`src/rtl/bellek_erisim_pkg.sv`:
```
// Shared types and constants for the load/store access unit.
package bellek_erisim_pkg;

    typedef enum logic [1:0] {
        BOSTA = 2'd0,
        OKU   = 2'd1,
        YAZ   = 2'd2,
        YANIT = 2'd3
    } durum_t;

    // RISC-V funct3 encodings for loads/stores
    localparam logic [2:0] TIP_B  = 3'b000;
    localparam logic [2:0] TIP_H  = 3'b001;
    localparam logic [2:0] TIP_W  = 3'b010;
    localparam logic [2:0] TIP_BU = 3'b100;
    localparam logic [2:0] TIP_HU = 3'b101;

    // Stores only come in B/H/W; loads additionally have the unsigned forms.
    function automatic logic tip_gecersiz(input logic yaz, input logic [2:0] tip);
        if (yaz) begin
            return !(tip == TIP_B || tip == TIP_H || tip == TIP_W);
        end
        return !(tip == TIP_B || tip == TIP_H || tip == TIP_W ||
                 tip == TIP_BU || tip == TIP_HU);
    endfunction

    // Natural alignment by access size, taken from funct3[1:0].
    function automatic logic hizasiz(input logic [2:0] tip, input logic [1:0] adres_dusuk);
        case (tip[1:0])
            2'b01:   return adres_dusuk[0];
            2'b10:   return |adres_dusuk;
            default: return 1'b0;
        endcase
    endfunction

endpackage

```
`src/rtl/bellek_erisim_birimi_veri_hizalayici.sv`:
```
// Lane extraction/extension for loads and lane merge for sub-word stores.
module veri_hizalayici
    import bellek_erisim_pkg::*;
(
    input  logic [31:0] kelime_i,
    input  logic [1:0]  bayt_sec_i,
    input  logic [2:0]  tip_i,
    input  logic [31:0] yaz_veri_i,
    output logic [31:0] yukle_veri_o,
    output logic [31:0] birlesik_kelime_o
);

    logic [7:0]  bayt;
    logic [15:0] yarim;

    // Pick the addressed lane and sign/zero extend it for loads.
    always_comb begin
        bayt  = kelime_i[{bayt_sec_i, 3'b000} +: 8];
        yarim = bayt_sec_i[1] ? kelime_i[31:16] : kelime_i[15:0];
        case (tip_i)
            TIP_B:   yukle_veri_o = {{24{bayt[7]}}, bayt};
            TIP_BU:  yukle_veri_o = {24'h0, bayt};
            TIP_H:   yukle_veri_o = {{16{yarim[15]}}, yarim};
            TIP_HU:  yukle_veri_o = {16'h0, yarim};
            default: yukle_veri_o = kelime_i;
        endcase
    end

    // Overlay the right-aligned store data onto the addressed lane.
    always_comb begin
        birlesik_kelime_o = kelime_i;
        case (tip_i[1:0])
            2'b00: birlesik_kelime_o[{bayt_sec_i, 3'b000} +: 8] = yaz_veri_i[7:0];
            2'b01: begin
                if (bayt_sec_i[1]) begin
                    birlesik_kelime_o[31:16] = yaz_veri_i[15:0];
                end else begin
                    birlesik_kelime_o[15:0] = yaz_veri_i[15:0];
                end
            end
            default: birlesik_kelime_o = yaz_veri_i;
        endcase
    end

endmodule

```
`src/rtl/bellek_erisim_birimi.sv`:
```
// Load/store access unit in front of the word-wide main memory.
module bellek_erisim_birimi
    import bellek_erisim_pkg::*;
#(
    parameter int unsigned             ADRES_BIT       = 32,
    parameter logic [ADRES_BIT-1:0]    BASLANGIC_ADRES = 32'h8000_0000,
    parameter int unsigned             BELLEK_SATIR    = 2048
) (
    input  logic                 clk,
    input  logic                 rst,
    input  logic                 istek_gecerli,
    output logic                 istek_hazir,
    input  logic                 istek_yaz,
    input  logic [2:0]           istek_tip,
    input  logic [ADRES_BIT-1:0] istek_adres,
    input  logic [31:0]          istek_veri,
    output logic                 yanit_gecerli,
    input  logic                 yanit_hazir,
    output logic [31:0]          yanit_veri,
    output logic                 yanit_hata,
    output logic [ADRES_BIT-1:0] bellek_adres,
    input  logic [31:0]          bellek_oku_veri,
    output logic [31:0]          bellek_yaz_veri,
    output logic                 bellek_yaz_gecerli
);

    durum_t               durum_q, durum_d;
    logic [1:0]           bayt_sec_q, bayt_sec_d;
    logic [2:0]           tip_q, tip_d;
    logic                 yaz_q, yaz_d;
    // Holds the raw store data after acceptance, then the merged word after OKU.
    logic [31:0]          yaz_kelime_q, yaz_kelime_d;
    logic [31:0]          yanit_veri_q, yanit_veri_d;
    logic                 yanit_hata_q, yanit_hata_d;
    logic [ADRES_BIT-1:0] bellek_adres_q, bellek_adres_d;

    logic [ADRES_BIT-1:0] ofset;
    logic                 hata;
    logic [31:0]          yukle_veri;
    logic [31:0]          birlesik_kelime;

    veri_hizalayici u_hizalayici (
        .kelime_i          (bellek_oku_veri),
        .bayt_sec_i        (bayt_sec_q),
        .tip_i             (tip_q),
        .yaz_veri_i        (yaz_kelime_q),
        .yukle_veri_o      (yukle_veri),
        .birlesik_kelime_o (birlesik_kelime)
    );

    // Acceptance-time error check: illegal type, misalignment, or outside the window.
    always_comb begin
        ofset = istek_adres - BASLANGIC_ADRES;
        hata  = tip_gecersiz(istek_yaz, istek_tip) ||
                hizasiz(istek_tip, istek_adres[1:0]) ||
                (ofset >= ADRES_BIT'(BELLEK_SATIR));
    end

    // Next-state and datapath updates for the access FSM.
    always_comb begin
        durum_d        = durum_q;
        bayt_sec_d     = bayt_sec_q;
        tip_d          = tip_q;
        yaz_d          = yaz_q;
        yaz_kelime_d   = yaz_kelime_q;
        yanit_veri_d   = yanit_veri_q;
        yanit_hata_d   = yanit_hata_q;
        bellek_adres_d = bellek_adres_q;
        case (durum_q)
            BOSTA: begin
                if (istek_gecerli) begin
                    bayt_sec_d   = istek_adres[1:0];
                    tip_d        = istek_tip;
                    yaz_d        = istek_yaz;
                    yaz_kelime_d = istek_veri;
                    yanit_veri_d = '0;
                    yanit_hata_d = 1'b0;
                    if (hata) begin
                        yanit_hata_d = 1'b1;
                        durum_d      = YANIT;
                    end else begin
                        // Memory address is only refreshed for real memory cycles.
                        bellek_adres_d = {istek_adres[ADRES_BIT-1:2], 2'b00};
                        durum_d = (istek_yaz && istek_tip == TIP_W) ? YAZ : OKU;
                    end
                end
            end
            OKU: begin
                if (yaz_q) begin
                    yaz_kelime_d = birlesik_kelime;
                    durum_d      = YAZ;
                end else begin
                    yanit_veri_d = yukle_veri;
                    durum_d      = YANIT;
                end
            end
            YAZ: durum_d = YANIT;
            YANIT: begin
                if (yanit_hazir) begin
                    durum_d = BOSTA;
                end
            end
            default: durum_d = BOSTA;
        endcase
    end

    // State and latch registers; reset aborts whatever access is in flight.
    always_ff @(posedge clk or posedge rst) begin
        if (rst) begin
            durum_q        <= BOSTA;
            bayt_sec_q     <= '0;
            tip_q          <= '0;
            yaz_q          <= 1'b0;
            yaz_kelime_q   <= '0;
            yanit_veri_q   <= '0;
            yanit_hata_q   <= 1'b0;
            bellek_adres_q <= '0;
        end else begin
            durum_q        <= durum_d;
            bayt_sec_q     <= bayt_sec_d;
            tip_q          <= tip_d;
            yaz_q          <= yaz_d;
            yaz_kelime_q   <= yaz_kelime_d;
            yanit_veri_q   <= yanit_veri_d;
            yanit_hata_q   <= yanit_hata_d;
            bellek_adres_q <= bellek_adres_d;
        end
    end

    assign istek_hazir        = !rst && (durum_q == BOSTA);
    assign yanit_gecerli      = (durum_q == YANIT);
    assign yanit_veri         = yanit_veri_q;
    assign yanit_hata         = yanit_hata_q;
    assign bellek_adres       = bellek_adres_q;
    assign bellek_yaz_veri    = yaz_kelime_q;
    // Write enable follows the state so an async reset in YAZ drops it at once.
    assign bellek_yaz_gecerli = (durum_q == YAZ);

endmodule

```
`config.mk`:
```
export PLATFORM = sky130hd
export DESIGN_NAME = bellek_erisim_birimi
export DESIGN_NICKNAME = d
export VERILOG_FILES = /design/src/rtl/bellek_erisim_pkg.sv /design/src/rtl/bellek_erisim_birimi_veri_hizalayici.sv /design/src/rtl/bellek_erisim_birimi.sv
export SDC_FILE = /design/constraint.sdc
export NUM_CORES = 1
export LEC_CHECK = 0
export CORE_ASPECT_RATIO = 0.7
export CORE_MARGIN = 3
export CORE_UTILIZATION = 50
export DETAILED_ROUTE_END_ITERATION = 10
export PLACE_DENSITY_LB_ADDON = 0.08
export SYNTH_ARGS = -nofsm -noshare
export SYNTH_HDL_FRONTEND = slang
export SYNTH_HIERARCHICAL = 1
export SYNTH_SLANG_ARGS = --single-unit
export TNS_END_PERCENT = 10
```
`constraint.sdc`:
```
create_clock -name clk -period 10.1 [get_ports clk]
set_input_delay 3.03 -clock clk [delete_from_list [all_inputs] [get_ports clk]]
set_output_delay 3.03 -clock clk [all_outputs]
set_load 0.01 [all_outputs]
```
# After elaboration in Yosys (flattened, before gate mapping)
# Cells that the tools add are included.
dict set report word_totals {
  ff_bits 103
  latch_bits 0
  ram_bits 0
  romBits 0
  out_inout_bits 100
  n_memories 0
}
dict set report op_classes {
  addsub 2
  mul 0
  div_mod_pow 0
  order_cmp 1
  eq_ne 19
  shifts 3
  n_mux 23
  bitwise 1
  n_reduce_logical 23
}
# operator count
set ops {}
lappend ops {{32-bit case mux with 2 select lines} 3}
lappend ops {{32-bit 2-to-1 mux} 4}
lappend ops {{32-bit case mux with 4 select lines} 1}
lappend ops {{16-bit 2-to-1 mux} 3}
lappend ops {{32-bit bitwise mux} 1}
lappend ops {{32-bit by 12-bit >= comparator with 1-bit output (second input constant)} 1}
lappend ops {{8-bit by 7-bit variable shift with 32-bit output (first input constant)} 1}
lappend ops {{32-bit by 6-bit variable part select with 8-bit output} 1}
lappend ops {{8-bit by 7-bit variable part select with 32-bit output} 1}
lappend ops {{32-bit subtractor (second input constant)} 1}
lappend ops {{3-bit equality test (second input constant)} 4}
lappend ops {{2-bit 2-to-1 mux} 4}
lappend ops {{2-bit case mux with 4 select lines} 1}
lappend ops {{5-bit negator with 7-bit output} 1}
lappend ops {{2-bit by 1-bit equality test with 1-bit output (second input constant)} 3}
lappend ops {{2-bit equality test (second input constant)} 3}
lappend ops {{3-bit by 1-bit equality test with 1-bit output (second input constant)} 2}
lappend ops {{3-bit logical NOT} 2}
lappend ops {{1-bit logical OR} 6}
lappend ops {{2-bit inequality test (second input constant)} 3}
lappend ops {{3-bit AND reduction} 2}
lappend ops {{1-bit 2-to-1 mux} 5}
lappend ops {{5-bit AND reduction} 1}
lappend ops {{2-bit logical NOT} 2}
lappend ops {{12 further kinds} 16}

# Depth between registers and ports, before layout
dict set report logic_depth {
  word_depth 12
  depth_mapped 10
  depth_no_buf 8
}

# Modules after synthesis
# The synthesis kept the hierarchy.
# mod instances cells_per_inst area_each_um2 seq_area_each_um2
set by_module_without_submodules {}
lappend by_module_without_submodules {bellek_erisim_birimi 1 305 4317.9 2577.5}
lappend by_module_without_submodules {veri_hizalayici 1 225 1591.5 0.0}

# Worst setup path after synthesis
# Ideal clock, no wire load.
dict set report synth_path {
  path_kind {input to output}
  from {input port rst}
  to {output port istek_hazir}
  arrival_time_ns 3.208
  setup_slack_ns 3.862
  cell_stages 1
  path_cell_list {nor2b_1}
}
dict set report synth_via {
  elab_chain_len 2
}
# element line_no
set synth_rtl {}
lappend synth_rtl {{start: declaration} bellek_erisim_birimi.sv:10} ;# input logic rst,
lappend synth_rtl {{1-bit logical NOT} bellek_erisim_birimi.sv:130} ;# assign istek_hazir = !rst && (durum_q == BOSTA);
lappend synth_rtl {{1-bit logical AND} bellek_erisim_birimi.sv:130}
lappend synth_rtl {{end: declaration} bellek_erisim_birimi.sv:12} ;# output logic istek_hazir,
# No other way between the ends.

# Worst setup path after layout
# Same ends and word-level chain as after synthesis.

==> impl_metrics.yaml <==
timing:
  skew_ps: 10.1
  fmax_mhz: 139
  rsz0062_at_grt: "false"
  slew-limit-headroom_pct: 20.4
  hold_viol: 0
  timing.final.crit_share_pct: 71.1
  drv_slew: 0
  min_period_ps: 7180
  worst_slew_pin_slew_ps: 1190
  fin_setup_tns_ps: 0
  setup_viol: 0
synth:
  yosysUniqueCellTypes: 55
  synth_ff_type: "dfrtp_1"
  syn_inst: 530
  syn_area_mm2: 0.00591
  syn-mean-instance-area_um2: 11.1
  yosysSeqAreaShare_pct: 43.6
  yosys-mux-area-fraction_pct: 18.3
  yosysTopAreaCellShare_pct: 43.6
  synthArstFlopShare_pct: 100
  synth_top_family_by_area: "compound AO/OA/AOI/OAI gates"
  synthXorXnorAreaFrac_pct: 0
  synthTopCellsByArea: "dfrtp_1 (44%), mux2_2 (13%), a22o_1 (6.7%)"
  synth-compound-area-share_pct: 18.3
  synthAdderAreaFrac_pct: 2.75
  yosys_warnings: 6
  synth_seq_cells: 103
  synthTopCellsByCount: "dfrtp_1 (103), mux2_2 (70), nand2_1 (51)"
  synth-simple-area-share_pct: 12.8
  yosysMostFrequentCell: "dfrtp_1"
  synth_top_cell_by_area: "dfrtp_1"
  synth_edf_count: 0
critical_path:
  cp-start-kind: "input port"
  critPathKind: "in2out"
  cp.arrival_ps: 4150
  rrSetupSlack_ps: 7060
  crit_required_ps: 7070
  cp-end-kind: "primary output"
  path_cells: "clkdlybuf4s50_1 -> nor2b_1 -> clkdlybuf4s50_1"
  max_stage_delay_ps: 540
  crit_top_cell: "clkdlybuf4s50_1"
  critPathMaxFanout: 2
  crit_slowest_cell: "clkdlybuf4s50_1"
run_status:
  status: "finished, final reports clean"
power:
  power_density_mw_per_mm2: 294
  vdd_drop_max_mv: 0.146
  p_leak_nw: 3.62
  finalPower_mw: 2.43
route:
  detailroute.via_count: 5172
  drc: 0
  via_per_inst: 5.93
  drt_iter0_drc: 438
  ant_nets: 0
  firstDrtPassIters: 6
  routed_wl_um: 17700
  route.detailed.wl_per_inst_um: 20.3
clock_network:
  clk_pin_slew_ps: 70
  insertion_delay_ps: 360
  holdBufCountCts: 0
  cts_buffers: 9
  cts_setup_buffers: 0
  cts_sinks: 103
  cts_buffer_depth: 2
  cts_root_buffer: "clkbuf_16"
  h-tree-depth: 3
  cts_resized: 0
  cts_tree: "built"
grt:
  grt_overflow: 0
  antenna_found_initial: 0
  grt_max_degree: 81
  grt_pass1_wl_um: 27700
  grt_pass1_vias: 5133
  gr-usage-all-layers_pct: 26.4
floorplanning:
  core_mm2: 0.0113
  dieArea_mm2: 0.0132
  ios: 204
  die_h_um: 97.0
  rows: 32
  start_util_pct: 52.3
  die_width_um: 136
place:
  post-place-cells: 856
  io_buffers: 201
  dp_hpwl_um: 13200
  place.gp.congestion: 0.890
cells_and_area:
  fin_cells: 872
  area_delta_synth_final_pct: 40.2
  layout-drive-gt1-share_pct: 15.6
  diodes: 0
  layout.nets: 831
flow_run:
  drv_cap: 0
hold_path:
  hold_class: "reg2reg"
worst paths after layout:
check / from / to / cells after the start
hold / removal: bellek_adres[31]$_DFFE_PP0P_ / bellek_adres[31]$_DFFE_PP0P_ / 1
min in group asynchronous: rst / bellek_adres[12]$_DFFE_PP0P_ / 2
setup reg to reg: tip_q[1]$_DFFE_PP0P_ / bellek_yaz_veri[23]$_DFFE_PP0P_ / 7
max in group asynchronous: rst / bellek_yaz_veri[6]$_DFFE_PP0P_ / 3
setup / recovery: rst / istek_hazir / 3
hold reg to reg: bellek_adres[31]$_DFFE_PP0P_ / bellek_adres[31]$_DFFE_PP0P_ / 1
registers in the layout, indices dropped and copies added (netlist names):
name and cells:
tip_q 3, yanit_veri 32, durum_q 2, bellek_adres 30, yanit_hata 1, yaz_q 1
bayt_sec_q 2, bellek_yaz_veri 32
through the flow:
| step | cell area [µm²] | worst slack [ps] | utilization (%) | hold WS (ps) |
|---|---|---|---|---|
| after detailed placement | 7980 | 2910 | 70.7 | 478 |
| after global routing | 8290 | 2860 | 73.4 | 517 |
| final | 8290 | 2920 | 73.4 | 491 |
| after CTS | 8290 | 2910 | 73.4 | 492 |
| after floorplan | 5910 | 3860 | - | 445 |
| after global placement | 7980 | 2910 | 70.7 | 451 |
layout by cell type (no fill, tap or decap), drive strengths merged, types with 4 or more instances in the layout:
master / count
nand2: 52
o221ai: 8
clkbuf: 9
inv: 19
buf: 7
and3: 8
nor3: 7
ha: 13
mux2i: 15
clkdlybuf4s50: 201
a221o: 26
a211oi: 4
a21boi: 4
nor2: 16
mux2: 80
dfrtp: 103
a21oi: 13
o22ai: 5
nor4: 6
a22o: 45
o21ai: 9
nor2b: 44
area by class of cell:
type | instances | area, µm²
Multi-Input combinational cell | 379 | 3090
Fill cell | 798 | 3000
Sequential cell | 103 | 2580
Timing Repair Buffer | 208 | 2060
Clock buffer | 9 | 225
Tap cell | 153 | 191
Clock inverter | 7 | 78.8
Inverter | 13 | 56.3
report_power, final:
group	switching, mW	internal, mW
logic	0.669	0.711
clock network	0.178	0.179
registers	0.153	0.543
total	1.00	1.43
metal layers:
layer,up-vias,global-route usage [%],share of wire [%]
met3,25,5.56,8.3
met4,0,5.89,1.0
met1,2540,36.8,43
li1,2349,-,-
met2,258,42.7,47
met5,-,0,0
critical path: cells and delay by family:
kind | cells | cell delay (ps)
AND/OR/NAND/NOR | 1 | 120
buffers and inverters | 2 | 1000
logic make-up (layout without fill, tap and decap cells):
logic type	after synthesis	count (layout)
AND/OR/NAND/NOR	142	142
AO/OA/AOI/OAI	126	126
flip-flops	103	103
multiplexers	96	96
buffers and inverters	49	237
adder cells (fa/ha/maj)	13	13
other	1	2
Power figures use the tool's default switching activity.
